`config.mk`:
```
export PLATFORM = sky130hd
export DESIGN_NAME = pio_multi_channel_flat
export DESIGN_NICKNAME = d
export VERILOG_FILES = /design/src/rtl/pio_multi_channel_if.sv /design/src/rtl/pio_multi_channel.sv /design/src/flat_wrapper.sv
export SDC_FILE = /design/constraint.sdc
export NUM_CORES = 1
export LEC_CHECK = 0
export CAP_MARGIN = 20
export CORE_MARGIN = 8
export CORE_UTILIZATION = 45
export DETAILED_ROUTE_END_ITERATION = 10
export GPL_TIMING_DRIVEN = 0
export PLACE_DENSITY = 0.72
export SYNTH_ARGS = -nofsm -noshare
export SYNTH_HDL_FRONTEND = slang
export SYNTH_SLANG_ARGS = --single-unit
```
`constraint.sdc`:
```
create_clock -name clk_clk -period 3.6 [get_ports clk_clk]
set_input_delay 0.54 -clock clk_clk [delete_from_list [all_inputs] [get_ports clk_clk]]
set_output_delay 0.54 -clock clk_clk [all_outputs]
set_load 0.03 [all_outputs]
```
`src/rtl/pio_multi_channel_if.sv`:
```
// Avalon-MM slave bus of the PIO block plus its level interrupt.
// Read data is registered (1-cycle latency); writes have no wait states and no backpressure.
interface pio_multi_channel_if;
  logic [2:0]  avs_address;
  logic        avs_read;
  logic        avs_write;
  logic [31:0] avs_writedata;
  logic [31:0] avs_readdata;
  logic        irq;

  modport master (
    output avs_address, avs_read, avs_write, avs_writedata,
    input  avs_readdata, irq
  );

  modport slave (
    input  avs_address, avs_read, avs_write, avs_writedata,
    output avs_readdata, irq
  );
endinterface

```
`src/rtl/pio_multi_channel.sv`:
```
// Parallel I/O: set/clear output register, synchronised + debounced inputs, edge capture, maskable irq.
// Read data 1 cycle after avs_read, writes act on their own edge; no wait states, no backpressure.
module pio_multi_channel #(
  parameter int                   IN_WIDTH        = 12,
  parameter int                   OUT_WIDTH       = 8,
  parameter int                   SYNC_STAGES     = 2,
  parameter int                   DEBOUNCE_CYCLES = 50000,
  parameter logic [OUT_WIDTH-1:0] OUT_RESET       = '0
) (
  input  logic                 clk_clk,
  input  logic                 reset_reset_n,
  pio_multi_channel_if.slave   avs,
  input  logic [IN_WIDTH-1:0]  in_export,
  output logic [OUT_WIDTH-1:0] out_export
);

  localparam int            CW       = $clog2(DEBOUNCE_CYCLES + 1);
  localparam logic [CW-1:0] CNT_MAX  = CW'(DEBOUNCE_CYCLES - 1);
  localparam logic [2:0]    A_IN     = 3'd0;
  localparam logic [2:0]    A_OUT    = 3'd1;
  localparam logic [2:0]    A_SET    = 3'd2;
  localparam logic [2:0]    A_CLR    = 3'd3;
  localparam logic [2:0]    A_ECAP   = 3'd4;
  localparam logic [2:0]    A_RISE   = 3'd5;
  localparam logic [2:0]    A_FALL   = 3'd6;
  localparam logic [2:0]    A_MASK   = 3'd7;

  logic [IN_WIDTH-1:0]  sync_q [SYNC_STAGES];
  logic [CW-1:0]        cnt_q  [IN_WIDTH];
  logic [CW-1:0]        cnt_d  [IN_WIDTH];
  logic [IN_WIDTH-1:0]  sync_val;
  logic [IN_WIDTH-1:0]  stable_q, stable_d;
  logic [IN_WIDTH-1:0]  rise, fall, w1c;
  logic [IN_WIDTH-1:0]  edge_cap_q, edge_cap_d;
  logic [IN_WIDTH-1:0]  rise_en_q, fall_en_q, irq_mask_q;
  logic [IN_WIDTH-1:0]  wdata_in;
  logic [OUT_WIDTH-1:0] data_out_q, wdata_out;
  logic [31:0]          rd_mux;
  logic                 unused_wdata;

  assign wdata_in     = avs.avs_writedata[IN_WIDTH-1:0];
  assign wdata_out    = avs.avs_writedata[OUT_WIDTH-1:0];
  assign unused_wdata = ^avs.avs_writedata;
  assign sync_val     = sync_q[SYNC_STAGES-1];

  always_ff @(posedge clk_clk or negedge reset_reset_n) begin
    if (!reset_reset_n) begin
      for (int s = 0; s < SYNC_STAGES; s++) sync_q[s] <= '0;
    end else begin
      sync_q[0] <= in_export;
      for (int s = 1; s < SYNC_STAGES; s++) sync_q[s] <= sync_q[s-1];
    end
  end

  // Any cycle where the synchronised level matches stable restarts the count.
  always_comb begin
    stable_d = stable_q;
    for (int i = 0; i < IN_WIDTH; i++) begin
      cnt_d[i] = '0;
      if (sync_val[i] != stable_q[i]) begin
        if (cnt_q[i] == CNT_MAX) stable_d[i] = sync_val[i];
        else                     cnt_d[i]    = cnt_q[i] + CW'(1);
      end
    end
  end

  always_ff @(posedge clk_clk or negedge reset_reset_n) begin
    if (!reset_reset_n) begin
      stable_q <= '0;
      for (int i = 0; i < IN_WIDTH; i++) cnt_q[i] <= '0;
    end else begin
      stable_q <= stable_d;
      for (int i = 0; i < IN_WIDTH; i++) cnt_q[i] <= cnt_d[i];
    end
  end

  // Capture uses the next stable value so it lands on the same edge as DATA_IN; a new edge beats a W1C.
  always_comb begin
    rise       = stable_d & ~stable_q;
    fall       = ~stable_d & stable_q;
    w1c        = (avs.avs_write && avs.avs_address == A_ECAP) ? wdata_in : '0;
    edge_cap_d = (edge_cap_q & ~w1c) | (rise & rise_en_q) | (fall & fall_en_q);
  end

  always_ff @(posedge clk_clk or negedge reset_reset_n) begin
    if (!reset_reset_n) begin
      edge_cap_q <= '0;
      rise_en_q  <= '0;
      fall_en_q  <= '0;
      irq_mask_q <= '0;
      data_out_q <= OUT_RESET;
    end else begin
      edge_cap_q <= edge_cap_d;
      if (avs.avs_write) begin
        case (avs.avs_address)
          A_OUT:   data_out_q <= wdata_out;
          A_SET:   data_out_q <= data_out_q | wdata_out;
          A_CLR:   data_out_q <= data_out_q & ~wdata_out;
          A_RISE:  rise_en_q  <= wdata_in;
          A_FALL:  fall_en_q  <= wdata_in;
          A_MASK:  irq_mask_q <= wdata_in;
          default: ;
        endcase
      end
    end
  end

  always_comb begin
    rd_mux = '0;
    case (avs.avs_address)
      A_IN:    rd_mux[IN_WIDTH-1:0]  = stable_q;
      A_OUT:   rd_mux[OUT_WIDTH-1:0] = data_out_q;
      A_ECAP:  rd_mux[IN_WIDTH-1:0]  = edge_cap_q;
      A_RISE:  rd_mux[IN_WIDTH-1:0]  = rise_en_q;
      A_FALL:  rd_mux[IN_WIDTH-1:0]  = fall_en_q;
      A_MASK:  rd_mux[IN_WIDTH-1:0]  = irq_mask_q;
      default: rd_mux = '0;
    endcase
  end

  // Mux samples pre-write state, so a combined read+write returns the old value.
  always_ff @(posedge clk_clk or negedge reset_reset_n) begin
    if (!reset_reset_n)     avs.avs_readdata <= '0;
    else if (avs.avs_read)  avs.avs_readdata <= rd_mux;
  end

  assign avs.irq    = |(edge_cap_q & irq_mask_q);
  assign out_export = data_out_q;

endmodule

```
`src/flat_wrapper.sv`:
```
// flat-port wrapper written by rule: the top's interface ports become plain ports
module pio_multi_channel_flat 
#(
  parameter int                   IN_WIDTH        = 12,
  parameter int                   OUT_WIDTH       = 8,
  parameter int                   SYNC_STAGES     = 2,
  parameter int                   DEBOUNCE_CYCLES = 50000,
  parameter logic [OUT_WIDTH-1:0] OUT_RESET       = '0
)
  (clk_clk, reset_reset_n, in_export, out_export, avs_avs_address, avs_avs_read, avs_avs_write, avs_avs_writedata, avs_avs_readdata, avs_irq);
  pio_multi_channel_if avs_i ();
  input  logic clk_clk;
  input  logic reset_reset_n;
  input  logic [IN_WIDTH-1:0] in_export;
  output logic [OUT_WIDTH-1:0] out_export;
  input wire logic [$bits(avs_i.avs_address)-1:0] avs_avs_address;
  input wire logic [$bits(avs_i.avs_read)-1:0] avs_avs_read;
  input wire logic [$bits(avs_i.avs_write)-1:0] avs_avs_write;
  input wire logic [$bits(avs_i.avs_writedata)-1:0] avs_avs_writedata;
  output wire logic [$bits(avs_i.avs_readdata)-1:0] avs_avs_readdata;
  output wire logic [$bits(avs_i.irq)-1:0] avs_irq;
  assign avs_i.avs_address = avs_avs_address;
  assign avs_i.avs_read = avs_avs_read;
  assign avs_i.avs_write = avs_avs_write;
  assign avs_i.avs_writedata = avs_avs_writedata;
  assign avs_avs_readdata = avs_i.avs_readdata;
  assign avs_irq = avs_i.irq;
  pio_multi_channel #(.IN_WIDTH(IN_WIDTH), .OUT_WIDTH(OUT_WIDTH), .SYNC_STAGES(SYNC_STAGES), .DEBOUNCE_CYCLES(DEBOUNCE_CYCLES), .OUT_RESET(OUT_RESET)) u_core (.clk_clk(clk_clk), .reset_reset_n(reset_reset_n), .avs(avs_i), .in_export(in_export), .out_export(out_export));
endmodule
```
; ---- After elaboration in Yosys (flattened, before gate mapping)
; Cells that the tools add are included.
[op_classes]
n_addsub = 12
bitwise_logic = 14
n_mux = 52
reduce_logical = 8
eq_ne = 31
[ops]
columns = operator, n
row1 = $mux W16, 24
row2 = $add A16 B1 Y16 const B, 12
row3 = $eq A16 B16 Y1 const B, 12
row4 = $and A12 B12 Y12, 6
row5 = $pmux W8 S6, 1
row6 = $not A12 Y12, 3
row7 = $mux W1, 24
row8 = $or A12 B12 Y12, 2
row9 = $pmux W8 S3, 1
row10 = $pmux W4 S5, 1
row11 = $eq A3 B3 Y1 const B, 4
row12 = $mux W12, 1
row13 = $ne A1 B1 Y1, 12
row14 = $reduce_or A12 Y1, 1
row15 = $and A8 B8 Y8, 1
row16 = $not A8 Y8, 1
row17 = $or A8 B8 Y8, 1
row18 = $reduce_and A2 Y1, 4
row19 = $eq A3 B2 Y1 const B, 2
row20 = $eq A3 B1 Y1 const B, 1
row21 = $logic_not A3 Y1, 1
row22 = $reduce_bool A3 Y1, 1
row23 = $logic_and A1 B1 Y1, 1
[totals]
wordCells = 138
reg_bits = 296

; ---- Depth between registers and ports, before layout
[depth]
depth_word = 7
depth_mapped = 6
mapped_depth_nobuf = 5

; ---- Worst setup path before layout
; Ideal clock, no wire load.
[synth_timing]
path_kind = reg-to-reg
start = reg u_core.cnt_q[23] in the netlist's numbering
end = reg u_core.cnt_q[22] in the netlist's numbering
path_slack_ns = 1.761
t_required_ns = 3.481
period_less_slack_ns = 1.839
t_arrival_ns = 1.720
path_buffers = 1
setup_time_ns = 0.119
path_stages_with_launch = 6
cell_sequence = dfrtp_1 or4b_1 or4_4 nand2_4 buf_6 nor2_1
[synth_rtl]
columns = item, line
row1 = start: declaration, pio_multi_channel.sv:29  ; logic [CW-1:0] cnt_q [IN_WIDTH];

; ---- Worst setup path in the final report
[layout_timing]
start = reg u_core.edge_cap_q[6]
end = out avs_irq
[layout_via]
elab_chain_len = 2
[layout_lines]
columns = item, line
row1 = start: declaration, pio_multi_channel.sv:34  ; logic [IN_WIDTH-1:0] edge_cap_q, edge_cap_d;
row2 = start signal: assignment, pio_multi_channel.sv:93  ; edge_cap_q <= edge_cap_d;
row3 = $and A12 B12 Y12, pio_multi_channel.sv:127  ; assign avs.irq = |(edge_cap_q & irq_mask_q);
row4 = $reduce_or A12 Y1, pio_multi_channel.sv:127
row5 = end: declaration, flat_wrapper.sv:21  ; output wire logic [$bits(avs_i.irq)-1:0] avs_irq;
; Every way passes these cells.

==> results.txt <==
clock transition at the register clock pins on the worst setup and hold paths after CTS: 60 ps
crit path launch type: register
cell at the slowest stage of the critical path: sky130_fd_sc_hd__clkdlybuf4s50_1
total overflow reported by the global router: 0
Synth warnings: 0
hold crit path type: in -> async
fraction of final layout cells sized beyond drive strength 1: 0.0847
number of remaining DRC errors: 0
cts-stage hold buffer count: 0
count of endpoints failing setup in the final report: 0
synthesized flop and latch total: 296
standby leakage power: 6.82 nW
predominant post-synthesis flop cell: sky130_fd_sc_hd__dfrtp_1
number of top-level design ports: 92
total of cells resized after clock tree synthesis: 0
sequential element share of the synthesized area: 0.525
last weighted congestion value of the routability-driven placer: 0.867
deepest level of the CTS H-tree: 1
final worst-path cycle share: 0.797
horizontal die dimension: 193 µm
placement-stage cell area: 15300 µm²
number of design-rule violations left by the first detailed-router iteration: 791
number of distinct library cells after synthesis: 53
net switching power: 1.94 mW
Arrival @ worst endpoint: 2330 ps
delay of the slowest critical-path stage: 640 ps
via count of the routed design: 10400
CTS tree: built
die boundary height: 193 µm
GR Util All Layers: 0.169
critical-path maximum fanout: 3
clock latency on the worst-skew pair: 550 ps
Tmin final: 2870 ps
Synth Cell Area: 14100 µm²
non-filler cells, final: 1918
Design Area, Final: 16400 µm²
number of enable flip-flop cells after synthesis: 0
required time reported for the critical path endpoint: 3060 ps
site row count: 65
count of antenna-violating nets left after detailed routing: 0
Root Buffer Master: sky130_fd_sc_hd__clkbuf_16
sequential cell fraction of total power: 0.467
fillcell total: 2757
placeable core region: 31200 µm²
Max Root-Sink Buffers: 3
Die ar.: 37300 µm²
sum of buffers and inverters on the critical path: 1
Final nets: 1553
global-route wire length before repair: 52.1 mm
Internal Pwr Total: 6.04 mW
Power Density: 487 nW/µm²
setup repair after global routing missed its margin: no
first-pass iteration count of the detailed router: 5
detailed-route vias per instance: 5.42
vias in the first global route: 10300
fraction of synthesis flops using an asynchronous set or reset pin: 1.00
total of buffers placed on input and output ports: 50
Final Hold Violating Endpoints: 0
switching power as a share of total power: 0.243
total negative setup slack: 0 ps
number of pins exceeding their max-slew limit in the final report: 0
Post-CTS Setup Bufs: 0
Setup crit end kind: output port
pin count of the biggest net entering global routing: 121
Final Routed Wirelength: 30.9 mm
Post-Synthesis Cells: 1386
clock network fraction of design power: 0.434
number of max-cap violations: 0
Initial Utilization: 0.452
fin util: 0.524
Placement Setup Slack: 871 ps
fin worst setup slack: 730 ps
number of antenna violations at the first check in global routing: 6
Final Skew: 10.4 ps
Max transition margin: 0.395
signed area change from the synthesized netlist to the final layout: 16.0%
chain of cells forming the critical path: a22o_1 -> a221oi_1 -> nand3_1 -> clkdlybuf4s50_1
combinational cell fraction of total power: 0.099
timing-limited maximum frequency: 348 MHz
post-layout power: 7.98 mW
Least-Margin Pin Slew: 907 ps
syn_area_per_cell: 10.2 µm²
maximum vdd drop: 0.395 mV
count of clock tree sinks: 296
number of buffers created by CTS: 31
wire length per cell after detailed routing: 16.1 µm
placed wire-length estimate after detailed placement: 21.1 mm
cell family contributing the most delay on the critical path: buffers and inverters
status: finished, final reports clean
Worst Path Class, Setup: reg -> out
cell count after placement: 1859
Post-Route Hold Slack: 6.70 ps
-- final timing paths --
path / startpoint / end / slack (ps) / cells after the start
worst max-delay path: u_core.edge_cap_q[6]$_DFF_PN0_ / avs_irq / 730 / 4
worst min-delay path: reset_reset_n / u_core.sync_q[17]$_DFF_PN0_ / 7 / 1
worst max register to register: u_core.cnt_q[48]$_DFF_PN0_ / u_core.cnt_q[55]$_DFF_PN0_ / 1550 / 6
worst min register to register: u_core.sync_q[19]$_DFF_PN0_ / u_core.sync_val[7]$_DFF_PN0_ / 350 / 0
max in group asynchronous: reset_reset_n / u_core.sync_q[15]$_DFF_PN0_ / 2560 / 2
min in group clk_clk: u_core.sync_q[19]$_DFF_PN0_ / u_core.sync_val[7]$_DFF_PN0_ / 350 / 0
-- synthesized netlist by cell type (6+ instances only) --
cell type                    n  area share
sky130_fd_sc_hd__dfrtp_1   296        0.52
sky130_fd_sc_hd__nor2_1    205       0.055
sky130_fd_sc_hd__xnor2_1   114       0.071
sky130_fd_sc_hd__nand2_1    91       0.024
sky130_fd_sc_hd__nand3_1    72       0.026
sky130_fd_sc_hd__xor2_1     62       0.038
sky130_fd_sc_hd__nand4_1    58       0.026
sky130_fd_sc_hd__o21ai_0    48       0.017
sky130_fd_sc_hd__inv_1      47       0.012
sky130_fd_sc_hd__a21oi_1    43       0.015
sky130_fd_sc_hd__mux2_2     36       0.029
sky130_fd_sc_hd__nor3_1     30       0.011
sky130_fd_sc_hd__nor4_1     29       0.013
sky130_fd_sc_hd__and3_1     28       0.012
sky130_fd_sc_hd__clkbuf_1   24      0.0064
sky130_fd_sc_hd__buf_4      20       0.011
sky130_fd_sc_hd__a31oi_1    19      0.0084
sky130_fd_sc_hd__and4_1     16      0.0099
sky130_fd_sc_hd__mux2i_1    15       0.011
sky130_fd_sc_hd__ha_1       12       0.011
sky130_fd_sc_hd__nor4b_1    11      0.0068
sky130_fd_sc_hd__nor3b_1    10      0.0053
sky130_fd_sc_hd__nor4bb_1    9      0.0064
sky130_fd_sc_hd__or3_1       9      0.0040
sky130_fd_sc_hd__buf_1       6      0.0016
sky130_fd_sc_hd__or4b_1      6      0.0043
-- power groups by stage --
stage | Clock, mW | Combinational (mW) | Sequential [mW]
2_1_floorplan | 0 | 0.418 | 3.78
3_3_place_gp | 0 | 0.763 | 3.78
3_5_place_dp | 0 | 0.790 | 3.78
4_1_cts | 3.55 | 0.797 | 3.72
5_1_grt | 3.68 | 0.870 | 3.75
6_report | 3.47 | 0.787 | 3.73
-- per-layer routing --
metal  vias up  GRT usage  part of all wire
li1       5033          -                 -
met1      5020      0.220              0.43
met2       243      0.276              0.47
met3        89     0.0356             0.058
met4         8     0.0663             0.036
met5         -          0            0.0015
-- placed cells by master, fill, tap and decap left out, types with 43 or more instances in the layout --
cell type                         instances
sky130_fd_sc_hd__nand2_1                 91
sky130_fd_sc_hd__xor2_1                  62
sky130_fd_sc_hd__dfrtp_1                296
sky130_fd_sc_hd__o21ai_0                 48
sky130_fd_sc_hd__inv_1                   47
sky130_fd_sc_hd__nand3_1                 72
sky130_fd_sc_hd__nor2_1                 205
sky130_fd_sc_hd__nand4_1                 58
sky130_fd_sc_hd__xnor2_1                114
sky130_fd_sc_hd__a21oi_1                 43
sky130_fd_sc_hd__clkdlybuf4s50_1         49
-- final cells by class --
cell class / count / area (µm²) / share of cell area
antenna: 4 / 10.0 / 0.000611
buffer: 57 / 323 / 0.0197
clock buffer: 41 / 863 / 0.0527
clock inverter: 14 / 250 / 0.0153
inverter: 47 / 176 / 0.0108
multi-input combinational: 1005 / 6280 / 0.384
sequential: 296 / 7410 / 0.452
tap: 402 / 503 / 0.0307
timing repair buffer: 52 / 561 / 0.0342
-- worst register-to-register path, delay by kind of cell, from the launching register on --
family / cells / cell delay, ps
adders and majority gates: 1 / 220
buffers and inverters: 1 / 400
DFF: 1 / 400
and+or+nand+nor: 4 / 890
-- flip-flops by register name, summed over array words and instances, names as in the netlist --
| register | count |
|---|---|
| u_core.edge_cap_q | 12 |
| u_core.avs.avs_readdata | 12 |
| u_core.sync_val | 12 |
| u_core.cnt_q | 192 |
| u_core.stable_q | 12 |
| u_core.rise_en_q | 12 |
| u_core.fall_en_q | 12 |
| u_core.out_export | 8 |
| u_core.irq_mask_q | 12 |
| u_core.sync_q | 12 |
-- cell families after synthesis --
group	synth area share
simple gates	0.220
flops	0.525
xor+xnor	0.109
compound gates	0.0603
buf+inv	0.0354
mux	0.0394
fa+ha+maj	0.0106
other cells	0.000266
Note: power is estimated with default switching activity, not from simulation.
